==> src/rtl/error_calc_multi.sv <==
// rtl/error_calc_multi.sv - multi-channel servo error stage: e = ref - yk and de = e(k) - e(k-1)
// Channels are processed serially, one per clock, from values captured when the run starts.
module error_calc_multi #(
   parameter int ANCHO     = 19,
   parameter int N_CANALES = 2,
   parameter int DEADBAND  = 0
) (
   input  logic                         i_clk,
   input  logic                         i_reset,
   input  logic                         i_Ready,
   input  logic                         i_clr_hist,
   input  logic [N_CANALES*ANCHO-1:0]   i_ref,
   input  logic [N_CANALES*ANCHO-1:0]   i_yk,
   output logic [N_CANALES*ANCHO-1:0]   o_Error,
   output logic [N_CANALES*ANCHO-1:0]   o_dError,
   output logic [N_CANALES-1:0]         o_sat,
   output logic                         o_busy,
   output logic                         o_ListoERROR
);

   localparam int                IDX_W = (N_CANALES > 1) ? $clog2(N_CANALES) : 1;
   localparam logic [IDX_W-1:0]  LAST  = IDX_W'(N_CANALES - 1);
   localparam logic [ANCHO-1:0]  MAX_A = {1'b0, {(ANCHO-1){1'b1}}};
   localparam logic [ANCHO-1:0]  MIN_A = {1'b1, {(ANCHO-1){1'b0}}};
   localparam logic [ANCHO:0]    DB    = (ANCHO+1)'(DEADBAND);

   typedef enum logic {S_IDLE, S_CALC} state_t;

   state_t                        r_state, w_next;
   logic [IDX_W-1:0]              r_idx;
   logic [N_CANALES*ANCHO-1:0]    r_ref_cap, r_yk_cap;
   logic [N_CANALES*ANCHO-1:0]    r_error, r_derror;
   logic [N_CANALES-1:0]          r_sat;
   logic                          r_listo;
   logic [ANCHO-1:0]              r_eprev [N_CANALES];

   logic [ANCHO-1:0]              w_ref, w_yk, w_eprev, w_esat, w_e, w_de;
   logic [ANCHO:0]                w_d, w_dd, w_abs;
   logic                          w_clip_e, w_clip_de;

   always_ff @(posedge i_clk or posedge i_reset) begin
      if (i_reset) r_state <= S_IDLE;
      else         r_state <= w_next;
   end

   always_comb begin
      w_next = r_state;
      case (r_state)
         S_IDLE:  if (i_Ready) w_next = S_CALC;
         S_CALC:  if (r_idx == LAST) w_next = S_IDLE;
         default: w_next = S_IDLE;
      endcase
   end

   // Overflow of the ANCHO+1 bit difference shows as disagreement of its top two bits.
   always_comb begin
      w_ref     = r_ref_cap[r_idx*ANCHO +: ANCHO];
      w_yk      = r_yk_cap[r_idx*ANCHO +: ANCHO];
      w_eprev   = r_eprev[r_idx];
      w_d       = {w_ref[ANCHO-1], w_ref} - {w_yk[ANCHO-1], w_yk};
      w_clip_e  = w_d[ANCHO] ^ w_d[ANCHO-1];
      w_esat    = w_clip_e ? (w_d[ANCHO] ? MIN_A : MAX_A) : w_d[ANCHO-1:0];
      w_abs     = w_esat[ANCHO-1] ? (~{1'b1, w_esat} + 1'b1) : {1'b0, w_esat};
      w_e       = (w_abs <= DB) ? '0 : w_esat;
      w_dd      = {w_e[ANCHO-1], w_e} - {w_eprev[ANCHO-1], w_eprev};
      w_clip_de = w_dd[ANCHO] ^ w_dd[ANCHO-1];
      w_de      = w_clip_de ? (w_dd[ANCHO] ? MIN_A : MAX_A) : w_dd[ANCHO-1:0];
   end

   always_ff @(posedge i_clk or posedge i_reset) begin
      if (i_reset) begin
         r_idx     <= '0;
         r_ref_cap <= '0;
         r_yk_cap  <= '0;
         r_error   <= '0;
         r_derror  <= '0;
         r_sat     <= '0;
         r_listo   <= 1'b0;
         for (int j = 0; j < N_CANALES; j++) r_eprev[j] <= '0;
      end else begin
         r_listo <= 1'b0;
         case (r_state)
            S_IDLE: begin
               if (i_clr_hist)
                  for (int j = 0; j < N_CANALES; j++) r_eprev[j] <= '0;
               if (i_Ready) begin
                  r_ref_cap <= i_ref;
                  r_yk_cap  <= i_yk;
                  r_idx     <= '0;
               end
            end
            S_CALC: begin
               // Only channels still ahead of the cursor lose their history.
               if (i_clr_hist)
                  for (int j = 0; j < N_CANALES; j++)
                     if (j > int'(r_idx)) r_eprev[j] <= '0;
               r_eprev[r_idx]                  <= w_e;
               r_error[r_idx*ANCHO +: ANCHO]   <= w_e;
               r_derror[r_idx*ANCHO +: ANCHO]  <= w_de;
               r_sat[r_idx]                    <= w_clip_e | w_clip_de;
               if (r_idx == LAST) begin
                  r_idx   <= '0;
                  r_listo <= 1'b1;
               end else begin
                  r_idx   <= r_idx + 1'b1;
               end
            end
            default: ;
         endcase
      end
   end

   assign o_Error      = r_error;
   assign o_dError     = r_derror;
   assign o_sat        = r_sat;
   assign o_busy       = (r_state == S_CALC);
   assign o_ListoERROR = r_listo;

endmodule

==> config.mk <==
export PLATFORM = sky130hd
export DESIGN_NAME = error_calc_multi
export DESIGN_NICKNAME = d
export VERILOG_FILES = /design/src/rtl/error_calc_multi.sv
export SDC_FILE = /design/constraint.sdc
export NUM_CORES = 1
export LEC_CHECK = 0
export CAP_MARGIN = 25
export CORE_MARGIN = 10
export CORE_UTILIZATION = 54
export CTS_CLUSTER_DIAMETER = 200
export DETAILED_ROUTE_END_ITERATION = 12
export PLACE_DENSITY_LB_ADDON = 0.15
export SYNTH_ARGS = -nofsm -noshare
export SYNTH_HDL_FRONTEND = slang
export SYNTH_SLANG_ARGS = --single-unit
==> constraint.sdc <==
create_clock -name i_clk -period 7.1 [get_ports i_clk]
set_input_delay 0.71 -clock i_clk [delete_from_list [all_inputs] [get_ports i_clk]]
set_output_delay 0.71 -clock i_clk [all_outputs]
set_load 0.05 [all_outputs]
==> results of run 1 <==
-- kinds of logic (layout without fill, tap and decap cells) --
group,Yosys count,after routing
and+or+nand+nor,222,222
xor gates and xnor gates,23,23
AOI/OAI and AO/OA,236,236
DFF,195,195
adders and majority gates,50,50
muxes,142,142
buffers and inverters,68,228
-- registers in the layout (all words and copies together) (netlist names) --
| register | flops |
|---|---|
| r_eprev | 38 |
| o_Error | 38 |
| o_sat | 2 |
| o_ListoERROR | 1 |
| r_ref_cap | 38 |
| o_busy | 1 |
| r_yk_cap | 38 |
| r_idx | 1 |
| o_dError | 38 |
-- per-layer routing --
layer	vias up	GRT usage, %
met3	29	4.31
met4	0	5.43
li1	3629	-
met5	-	0
met2	207	31.4
met1	3626	26.6
-- final cells by class --
class / instances / area share (%)
Timing Repair Buffer: 172 / 13.6
Clock buffer: 18 / 3.41
Tap cell: 234 / 2.33
Clock inverter: 13 / 1.43
Sequential cell: 195 / 38.8
Inverter: 25 / 0.805
Multi-Input combinational cell: 673 / 39.6
-- through the flow --
stage / hold slack (ns) / utilization, % / area [sq um]
global placement: 0.461 / 64.2 / 11900
CTS: 0.484 / 67.5 / 12500
global route: 0.507 / 67.7 / 12600
floorplan: 0.445 / - / 10100
finish: 0.479 / 67.7 / 12600
detailed placement: 0.468 / 64.2 / 11900
-- synth_stat cells (6+ instances only) --
cell type / n / area [sq um]
a211oi_1: 8 / 60.1
a21o_1: 8 / 60.1
a21oi_1: 41 / 205
a21oi_2: 8 / 70.1
a22o_1: 16 / 140
a31oi_1: 7 / 43.8
clkbuf_1: 31 / 116
dfrtp_1: 195 / 4880
ha_1: 38 / 475
inv_1: 24 / 90.1
maj3_2: 9 / 101
mux2_2: 103 / 1160
mux2i_1: 39 / 390
nand2_1: 111 / 417
nand2b_1: 13 / 81.3
nor2_1: 53 / 199
nor2b_1: 8 / 50.1
nor3_1: 6 / 30.0
o211ai_1: 6 / 45.0
o21a_1: 14 / 105
o21ai_0: 76 / 380
o21ai_1: 9 / 45.0
o21ai_2: 6 / 52.6
xnor2_1: 11 / 96.3
xor2_1: 12 / 105
-- worst max-delay path, stage by stage (launching register included) --
cell and delay (ns):
dfrtp_2 0.54, buf_4 0.35, mux2_2 0.37, ha_1 0.38
a21o_1 0.22, a21oi_1 0.17, nor2b_1 0.09, a211o_1 0.30
o21a_1 0.25, o21ai_2 0.55, o21a_1 0.37, ha_1 0.35
a21o_1 0.25, a211o_1 0.31, or4_1 0.40, nand2_1 0.14
nand3_2 0.14, a221o_4 0.49, a21oi_4 0.32, a31oi_1 0.14
-- worst max path at each step --
stage             from           end  slack, ns  depth (start not counted)
5_1_grt          r_idx  o_dError[22]       0.42                         19
6_report         r_idx      o_sat[1]       0.80                         19
3_3_place_gp     r_idx      o_sat[0]       1.02                         19
2_1_floorplan  i_reset    o_Error[0]       1.08                          1
4_1_cts          r_idx      o_sat[1]       0.80                         19
3_5_place_dp     r_idx      o_sat[1]       0.89                         19
==> results.json, run 1 <==
{
  "synth_seq_cells": 195,
  "drive_above_1_share_pct": 17.7,
  "synthFlopType": "dfrtp_1",
  "io_pins": 160,
  "final-seq-area_sq_um": 4880,
  "synth-simple-area-share_pct": 9.72,
  "tns_ns": 0,
  "synth.mux.area_fraction_pct": 15.3,
  "finalHoldViolations": 0,
  "path_class": "reg -> reg",
  "wl_met3_mm": 1.26,
  "min_to": "o_Error[9]",
  "yosysWarnings": 0,
  "status": "finished, final reports clean",
  "clk_path_buf_depth": 2,
  "place_ws_ns": 0.888,
  "die-area_sq_um": 24700,
  "syn_area_per_cell_sq_um": 10.8,
  "fin_crit_sh_pct": 88.7,
  "core_area_sq_um": 18600,
  "synth_edf_count": 0,
  "detail_route.wirelength_mm": 24.0,
  "min_from": "o_Error[9]",
  "tightest_slew_ns": 0.999,
  "grt_usage_pct": 19.7,
  "multi_input_area_sq_um": 4990,
  "drt_iter0_drc": 423,
  "chipHeight_um": 157,
  "fillerInstances": 1456,
  "end_kind": "register",
  "drc": 0,
  "synth_xor_area_share_pct": 1.99,
  "io_buffers": 159,
  "num_antenna_cells": 0,
  "wl_met2_mm": 11.4,
  "grt-ovfl-total": 0,
  "rr_worst_depth": 19,
  "drv_cap": 0,
  "cts_setup_buffers": 0,
  "post_cts_resize_count": 0,
  "synth_compound_area_share_pct": 15.8,
  "maxSlewHeadroom_pct": 33.4,
  "cp-start-kind": "register",
  "layout_commonest_cell": "dfrtp_1",
  "synthCells": 936,
  "ys_async_sr_fraction_pct": 100,
  "antenna_found_initial": 0,
  "synth_area_sq_um": 10100,
  "rows": 50,
  "area_growth_pct": 24.1,
  "ff2ff_setup_slack_ns": 0.80,
  "drtAntennaViolNets": 0,
  "synth_nets": 1056,
  "r2r_start": "r_idx",
  "rsz0062_at_grt": "false",
  "required_ns": 7.40,
  "clock-sinks": 195,
  "post-dp-hpwl_mm": 17.6,
  "clock_skew_ns": 0.00684,
  "fin_nets": 1204,
  "post-place-cells": 1297,
  "finalWeightedCongestion": 0.952,
  "clk_pin_slew_ns": 0.07,
  "whs_path_depth": 2,
  "final_cell_mix": "dfrtp_1, clkdlybuf4s50_1, nand2_1",
  "fp.dieW_um": 157,
  "cp_max_fo": 19,
  "maxSlewViolCount": 0,
  "via_per_inst": 5.63,
  "worst_slack_ns": 0.804,
  "ys_types": 68,
  "synth_top_family_by_area": "compound AO/OA/AOI/OAI gates",
  "htree_levels": 4,
  "initial_core_util_pct": 54.6,
  "fin_cells": 1330,
  "cts-root-buf": "clkbuf_16",
  "r2r-end": "o_sat[1]",
  "synth_fa_ha_area_share_pct": 6.18,
  "drt-met1-wl_mm": 11.1,
  "cts_tree": "done",
  "top_layer": "met4",
  "ctsHoldBuffers": 0,
  "grt_pass1_vias": 7696,
  "hold_path_class": "reg -> reg",
  "max_freq_mhz": 159,
  "arrival_ns": 6.60,
  "yosysSeqAreaShare_pct": 48.1,
  "post-route-min-period_ns": 6.30,
  "setup_viol": 0,
  "vias": 7491,
  "insertion_delay_ns": 0.43,
  "grt_max_degree": 131,
  "first_pass_iters": 7,
  "cts_buffers": 17,
  "wl_per_cell_um": 18.1,
  "grt_pass1_wl_mm": 39.6
}
Power of run 1 is not shown: default switching activity piles up to over one toggle a cycle in this logic, so the estimate is an artifact.
==> inputs of run 2 (changes only) <==
--- a/config.mk
+++ b/config.mk
@@ -7,7 +7,7 @@
 export LEC_CHECK = 0
 export CAP_MARGIN = 25
 export CORE_MARGIN = 10
-export CORE_UTILIZATION = 54
+export CORE_UTILIZATION = 41
 export CTS_CLUSTER_DIAMETER = 200
 export DETAILED_ROUTE_END_ITERATION = 12
 export PLACE_DENSITY_LB_ADDON = 0.15
==> results.json, run 2 (synthesized netlist as in run 1, its figures left out) <==
{
  "required_ns": 7.41,
  "cts_tree": "done",
  "cp_cell_sequence": "buf_4 > mux2_2 > ha_1 > a21o_1 > a21oi_1 > nor2b_1 > a211o_1 > o21a_1 > o21ai_2 > o21a_1 > ha_1 > a21o_1 > a211o_1 > or4_1 > nand2_1 > nand3_2 > a221o_4 > a21oi_4 > a31oi_1",
  "tns_ns": 0,
  "post-dp-hpwl_mm": 18.8,
  "postLayoutCoreUtil_pct": 52.2,
  "io_pins": 160,
  "fp.dieW_um": 177,
  "arrival_ns": 6.80,
  "end_kind": "register",
  "num_antenna_cells": 0,
  "insertion_delay_ns": 0.44,
  "rsz0062_at_grt": "false",
  "setup_viol": 0,
  "ctsHoldBuffers": 0,
  "hold_path_class": "reg -> reg",
  "wl_per_cell_um": 17.8,
  "grt_max_degree": 129,
  "core_area_sq_um": 24300,
  "cpMaxStageDelayCell": "dfrtp_2",
  "finalWeightedCongestion": 0.898,
  "detail_route.wirelength_mm": 25.4,
  "htree_levels": 4,
  "fin_nets": 1208,
  "layout_commonest_cell": "dfrtp_1",
  "max_freq_mhz": 154,
  "clk_pin_slew_ns": 0.07,
  "cts-root-buf": "clkbuf_16",
  "first_pass_iters": 5,
  "post_cts_resize_count": 0,
  "cp-start-kind": "register",
  "drtAntennaViolNets": 0,
  "post-route-min-period_ns": 6.50,
  "maxSlewViolCount": 0,
  "clock-sinks": 195,
  "drive_above_1_share_pct": 18.1,
  "status": "finished, final reports clean",
  "grt_pass1_wl_mm": 41.8,
  "drv_cap": 0,
  "grt_usage_pct": 16.4,
  "cp.buffers_inverters": 1,
  "fin_crit_sh_pct": 91.5,
  "vias": 7432,
  "tightest_slew_ns": 0.956,
  "rows": 57,
  "io_buffers": 159,
  "via_per_inst": 5.22,
  "place_ws_ns": 0.641,
  "grt-ovfl-total": 0,
  "chipHeight_um": 177,
  "finalHoldViolations": 0,
  "maxSlewHeadroom_pct": 36.0,
  "clk_path_buf_depth": 2,
  "cts_buffers": 17,
  "critical-path-top-delay-family": "compound AO/OA/AOI/OAI gates",
  "cp_max_fo": 21,
  "cts_setup_buffers": 0,
  "drc": 0,
  "worst_slack_ns": 0.604,
  "path_class": "reg -> reg",
  "final_cell_mix": "dfrtp_1, clkdlybuf4s50_1, nand2_1",
  "initial_core_util_pct": 41.7,
  "antenna_found_initial": 1,
  "drt_iter0_drc": 417,
  "area_growth_pct": 25.3,
  "clock_skew_ns": 0.0136,
  "grt_pass1_vias": 7667,
  "die-area_sq_um": 31400,
  "slowest_delay_ns": 0.69
}
-- run 2: cell count changes in the layout (fill, tap and decap cells not counted), moves of 2 or more --
cell,delta
buf_4,+4
bufinv_16,-4
clkbuf_8,+2
clkinv_2,-4
clkinv_4,+3
clkinv_8,+3
inv_8,+3
-- run 2: tightest hold or removal path, cell delays in order (launching register included) --
cell and delay, ns:
dfrtp_1 0.34, nand2_1 0.05, o21ai_0 0.06
-- run 2: layout make-up --
cell class,instances,area (sq um)
fillers,2223,11600
repair buffers,176,1740
inverters,25,101
clock buffers,19,453
flip-flops and latches,195,4880
clock inverters,13,140
multi-input cells,673,4990
well taps,324,405
-- run 2: path summary, 6_finish.rpt --
kind                                   start           end  slack, ns  cells after the start
worst min-delay path            o_dError[19]  o_dError[19]       0.48                      2
worst min register to register  o_dError[19]  o_dError[19]       0.48                      2
worst max register to register         r_idx      o_sat[0]       0.60                     19
max in group asynchronous            i_reset         r_idx       4.75                      3
min in group asynchronous            i_reset   o_Error[10]       0.87                      2
worst max-delay path                   r_idx      o_sat[0]       0.60                     19
-- run 2: stage by stage --
stage | instances | instance area [sq um] | hold WS, ns
finish | 1425 | 12700 | 0.477
CTS | 1424 | 12700 | 0.480
global placement | 1391 | 12100 | 0.461
global route | 1425 | 12700 | 0.504
floorplan | 936 | 10100 | 0.445
detailed placement | 1392 | 12100 | 0.463
-- run 2: layer usage --
layer / track usage, % / wire length [um]
met1: 22.6 / 12200
met2: 25.7 / 11500
met3: 3.63 / 1390
met4: 3.65 / 219
met5: 0 / 20
Power of run 2 is left out for the same reason.
